--- src/rtl/map_table.sv ---
// map_table: rename map table for a 3-wide dispatch group, with intra-group bypass and CDB ready tracking.
// Optional MAP_TABLE_CDB_BYPASS_EN: table hits whose tag is on the CDB this cycle report ready immediately.
module map_table #(
    parameter  int SIZE     = 32,
    parameter  int ROB_SIZE = 32,
    localparam int RW       = $clog2(SIZE),
    localparam int TW       = $clog2(ROB_SIZE)
) (
    input  logic                  clk,
    input  logic                  reset,
    input  logic                  dispatch_en,
    input  logic [2:0][RW-1:0]    source_reg_idx_in1,
    input  logic [2:0][RW-1:0]    source_reg_idx_in2,
    input  logic [2:0][RW-1:0]    dest_reg_idx_in,
    input  logic [1:0]            rob_dispatch_num,
    input  logic [TW-1:0]         rob_tail_in,
    input  logic                  complete_en,
    input  logic [2:0][TW-1:0]    CDB_tag_in,
    input  logic [1:0]            rob_complete_num,
    output logic [2:0][TW-1:0]    tag_out1,
    output logic [2:0][TW-1:0]    tag_out2,
    output logic [2:0]            ready_out1,
    output logic [2:0]            ready_out2,
    output logic [2:0]            hit1,
    output logic [2:0]            hit2,
    output logic [SIZE-1:0]       check_ready
);
    logic [SIZE-1:0]          r_valid;
    logic [SIZE-1:0]          r_ready;
    logic [SIZE-1:0][TW-1:0]  r_tag;
    logic [2:0]               w_slot_valid;
    logic [2:0]               w_cdb_valid;
    logic [2:0][TW-1:0]       w_slot_tag;
    logic [1:0][2:0][RW-1:0]  w_src;
    logic [1:0][2:0]          w_hit;
    logic [1:0][2:0]          w_rdy;
    logic [1:0][2:0][TW-1:0]  w_tag;

    assign w_slot_valid = !dispatch_en ? 3'b000 : rob_dispatch_num == 2'd3 ? 3'b111 :
                          rob_dispatch_num == 2'd2 ? 3'b011 : rob_dispatch_num == 2'd1 ? 3'b001 : 3'b000;
    assign w_cdb_valid  = !complete_en ? 3'b000 : rob_complete_num == 2'd3 ? 3'b111 :
                          rob_complete_num == 2'd2 ? 3'b011 : rob_complete_num == 2'd1 ? 3'b001 : 3'b000;
    assign w_src        = {source_reg_idx_in2, source_reg_idx_in1};

    // The group occupies the last num ROB entries ending at the tail.
    for (genvar i = 0; i < 3; i++) begin : g_slot
        assign w_slot_tag[i] = rob_tail_in - TW'(rob_dispatch_num) + TW'(i + 1);
    end

    always_comb begin
        for (int s = 0; s < 2; s++) begin
            for (int i = 0; i < 3; i++) begin
                w_hit[s][i] = r_valid[w_src[s][i]];
                w_tag[s][i] = w_hit[s][i] ? r_tag[w_src[s][i]] : '0;
                w_rdy[s][i] = w_hit[s][i] & r_ready[w_src[s][i]];
`ifdef MAP_TABLE_CDB_BYPASS_EN
                for (int k = 0; k < 3; k++)
                    if (w_hit[s][i] && w_cdb_valid[k] && CDB_tag_in[k] == w_tag[s][i]) w_rdy[s][i] = 1'b1;
`endif
                // Later j overrides, so the youngest older producer in the group wins.
                for (int j = 0; j < i; j++) begin
                    if (w_slot_valid[j] && w_src[s][i] != '0 && dest_reg_idx_in[j] == w_src[s][i]) begin
                        w_hit[s][i] = 1'b1;
                        w_tag[s][i] = w_slot_tag[j];
                        w_rdy[s][i] = 1'b0;
                    end
                end
            end
        end
    end

    assign hit1        = w_hit[0];
    assign hit2        = w_hit[1];
    assign tag_out1    = w_tag[0];
    assign tag_out2    = w_tag[1];
    assign ready_out1  = w_rdy[0];
    assign ready_out2  = w_rdy[1];
    assign check_ready = r_ready & r_valid;

    // Dispatch writes come after completion so a same-cycle remap clears ready.
    always_ff @(posedge clk or negedge reset) begin
        if (!reset) begin
            r_valid <= '0;
            r_ready <= '0;
            r_tag   <= '0;
        end else begin
            for (int r = 1; r < SIZE; r++)
                for (int k = 0; k < 3; k++)
                    if (r_valid[r] && w_cdb_valid[k] && r_tag[r] == CDB_tag_in[k]) r_ready[r] <= 1'b1;
            for (int i = 0; i < 3; i++) begin
                if (w_slot_valid[i] && dest_reg_idx_in[i] != '0) begin
                    r_valid[dest_reg_idx_in[i]] <= 1'b1;
                    r_tag[dest_reg_idx_in[i]]   <= w_slot_tag[i];
                    r_ready[dest_reg_idx_in[i]] <= 1'b0;
                end
            end
        end
    end
endmodule

--- config.mk ---
export PLATFORM = sky130hd
export DESIGN_NAME = map_table
export DESIGN_NICKNAME = d
export VERILOG_FILES = /design/src/rtl/map_table.sv
export SDC_FILE = /design/constraint.sdc
export NUM_CORES = 2
export LEC_CHECK = 0
export BUFFER_PORTS_ARGS = -buffer_cell sky130_fd_sc_hd__buf_2
export CORE_UTILIZATION = 36
export CTS_CLUSTER_DIAMETER = 100
export DETAILED_ROUTE_END_ITERATION = 6
export PLACE_DENSITY = 0.53
export SYNTH_ARGS = -nofsm -noshare
export SYNTH_HDL_FRONTEND = slang
export SYNTH_SLANG_ARGS = --single-unit
export TNS_END_PERCENT = 30
--- constraint.sdc ---
create_clock -name clk -period 5.1 [get_ports clk]
set_clock_uncertainty 0.1 [all_clocks]
set_input_delay 1.02 -clock clk [delete_from_list [all_inputs] [get_ports clk]]
set_output_delay 1.02 -clock clk [all_outputs]
set_load 0.01 [all_outputs]
==> run_results.csv <==
group,metric,value,unit
run_status,status,"finished, violations left",
run_status,violations,"design-rule violations",
critical_path,crit_path_start_kind,"primary input",
placement,dp_hpwl,115000,um
clock_tree,cts_setup_buffers,0,
synth,muxShareOfSynthArea,0.296,
synth,synth_top_area_frac,0.234,
clock_tree,cts_hold_buf,0,
timing,rsz0062_at_grt,"no",
power_and_ir_drop,total_power,13.3,mW
global_route,antenna_found_initial,15,
critical_path,cp.arrival,3830,ps
timing,setup_violations,0,
placement,port_buffers,146,
finish,regArea,5610,um^2
global_route,grt_max_degree,106,
synth,synth_nets,3428,
clock_tree,worstSkewPairLatency,610,ps
synth,syn_avg_cell_area,9.13,um^2
drt,routedWlPerCell,37.2,um
timing,max_freq,202,MHz
clock_tree,path_clk_slew,60,ps
synth,ys_warn_count,0,
clock_tree,clock_path_buffers,3,
floorplanning,die-area,86100,um^2
global_route,grt_pass1_vias,28700,
global_route,grt.overflow.total,0,
synth,synth_top_area_cell,"mux4_2",
finish,synthToLayoutAreaGrowth,7.98,%
power_and_ir_drop,p_sw_frac,0.497,
synth,synth_area_leaders,"mux4_2 23%, dfrtp_1 18%, xor2_1 8.6%",
timing,maxSlewHeadroom,0.286,
power_and_ir_drop,p_switching,6.59,mW
synth,ys.flop_type,"dfrtp_1",
critical_path,worstSetupEndpointType,"output pin",
drt,drtIter0Drc,4598,
synth,synth_top_family_by_area,"multiplexers",
critical_path,cp.required,3980,ps
global_route,grt_usage,0.370,
floorplanning,die_h,293,um
finish,fin_nets,3282,
synth,synthSimpleGateAreaFrac,0.169,
drt,ant_nets,0,
clock_tree,clock-root-buffer,"clkbuf_16",
synth,synthXorXnorAreaFrac,0.142,
synth,yosys.area_share.adder,0.00311,
floorplanning,rows,106,
critical_path,crit_type,"in -> out",
run,maxCapViolations,0,
min_path,min_path_type,"in -> async",
synth,synth_compound_area_frac,0.137,
synth,synth_area,30600,um^2
timing,finalCritPeriodShare,0.970,
floorplanning,dieWidth,293,um
power_and_ir_drop,combPwrFrac,0.455,
power_and_ir_drop,power_density,402,nW/um^2
synth,ys_ff_latch,224,
synth,postSynth.asyncResetShare,1.00,
power_and_ir_drop,power_frac_clock,0.176,
drt,via_count,30900,
power_and_ir_drop,p_leak,12.9,nW
synth,ys_seq_area_frac,0.183,
floorplanning,io_pins,147,
clock_tree,cts_sinks,224,
drt,first_pass_iters,7,
drt,drc_errors,6,
finish,fillers,8450,
clock_tree,numCtsBuffers,30,
timing,tightest_slew,1070,ps
drt,drt-vias-per-instance,7.08,
power_and_ir_drop,intPower,6.66,mW
power_and_ir_drop,ir_drop,0.298,mV
timing,finalSetupTns,0,ps
global_route,grt_pass1_wl,227000,um
synth,synth_cells,3348,
clock_tree,cts_tree,"built",
synth,synth_edf_count,0,
floorplanning,fp.coreArea,83800,um^2
placement,gp_congestion,1.01,
finish,multiInputGateArea,22900,um^2
timing,fin_crit,4950,ps
power_and_ir_drop,seq_power_share,0.368,
drt,routed_wl,162000,um
finish,drive_gt1_frac,0.219,
critical_path,cp_max_fo,5,
clock_tree,cts-resized-gates,0,
synth,ys_types,70,
floorplanning,initial_utilization,0.365,
timing,slew_viol_final,0,
clock_tree,h-tree-depth,1,
timing,hold_viol,0,
==> area by class of cell <==
cell class,count,share of cell area
sequential,224,0.170
tap,1134,0.0430
clock buffer,46,0.0273
timing repair buffer,270,0.0569
inverter,23,0.00262
multi-input combinational,2653,0.695
antenna,6,0.000455
clock inverter,10,0.00440
==> cell families after synthesis <==
family / Yosys count
adder cells (fa/ha/maj): 7
AND/OR/NAND/NOR: 1035
buffers and inverters: 471
XOR/XNOR: 493
flip-flops: 224
multiplexers: 486
AO/OA/AOI/OAI: 632
==> state kept, by name (all words and copies together), names as in the netlist <==
register,cells
r_ready,32
r_tag,160
r_valid,32
==> synth_stat cells, drive strengths merged, types with 14 or more instances <==
cell type and count:
buf 245, dfrtp 224, clkbuf 203, a221oi 31, a21oi 138, o221ai 18, and3 14, nor4 103
o22ai 75, mux2i 140, nand4 22, a22oi 42, or3 34, a221o 30, o21ai 143, nand3 184
nor2b 40, nand2 269, inv 20, and2 52, xnor2 191, xor2 301, nor2 202, nor3 66
mux4 328, a211oi 105, nand2b 18, mux2 18
==> critical path, cell delays in order <==
cell and delay (ps):
buf_2 190, ha_4 160, inv_1 50, fa_1 560, ha_2 250, inv_1 60
o311ai_1 250, o21ai_1 220, xor2_4 430, inv_1 120, a221oi_1 330, buf_2 200
==> placed cells by master (no fill, tap or decap), drive strengths merged, types with 30 or more instances in the layout <==
| master | netlist | routed |
|---|---|---|
| a211oi | 105 | 105 |
| a21oi | 138 | 138 |
| a221o | 30 | 30 |
| a221oi | 31 | 31 |
| a22oi | 42 | 42 |
| and2 | 52 | 52 |
| buf | 245 | 270 |
| clkbuf | 203 | 46 |
| dfrtp | 224 | 224 |
| mux2i | 140 | 140 |
| mux4 | 328 | 328 |
| nand2 | 269 | 269 |
| nand3 | 184 | 184 |
| nor2 | 202 | 202 |
| nor2b | 40 | 40 |
| nor3 | 66 | 66 |
| nor4 | 103 | 103 |
| o21ai | 143 | 143 |
| o22ai | 75 | 75 |
| or3 | 34 | 34 |
| xnor2 | 191 | 191 |
| xor2 | 301 | 301 |
==> layer usage <==
metal,part of all wire,GRT usage
met5,0.0016,0.00908
met4,0.072,0.222
met3,0.15,0.140
met2,0.40,0.515
met1,0.37,0.481
==> metrics by stage <==
| step | utilization | hold slack [ps] | std cells | setup WS (ps) | cell area [um^2] |
|---|---|---|---|---|---|
| CTS | 0.394 | 227 | 4360 | 251 | 33000 |
| finish | 0.394 | 199 | 4366 | 153 | 33000 |
| global route | 0.394 | 246 | 4362 | 34.7 | 33000 |
| floorplan | - | 402 | 3348 | 419 | 30600 |
| global placement | 0.381 | 438 | 4304 | 280 | 31900 |
| detailed placement | 0.381 | 438 | 4304 | 246 | 31900 |
==> power groups by stage <==
stage / clock (mW) / combinational [mW] / sequential [mW]
floorplan: 0 / 5.17 / 2.60
global route: 2.41 / 6.34 / 4.77
detailed placement: 0 / 5.87 / 4.63
global placement: 0 / 5.83 / 4.63
finish: 2.34 / 6.04 / 4.88
CTS: 2.34 / 5.89 / 4.59
==> path summary, 6_finish.rpt <==
check                      cells after the start  slack [ps]     endpoint                 from
max                                           12         150  tag_out2[9]  rob_dispatch_num[0]
min                                            1         200    r_tag[72]                reset
max reg2reg                                    6        3070  r_ready[17]            r_tag[85]
min reg2reg                                    0         450     r_tag[0]             r_tag[0]
max in group asynchronous                      2        3710  r_valid[17]                reset
min in group clk                               0         450     r_tag[0]             r_tag[0]
Power figures use the tool's default switching activity.
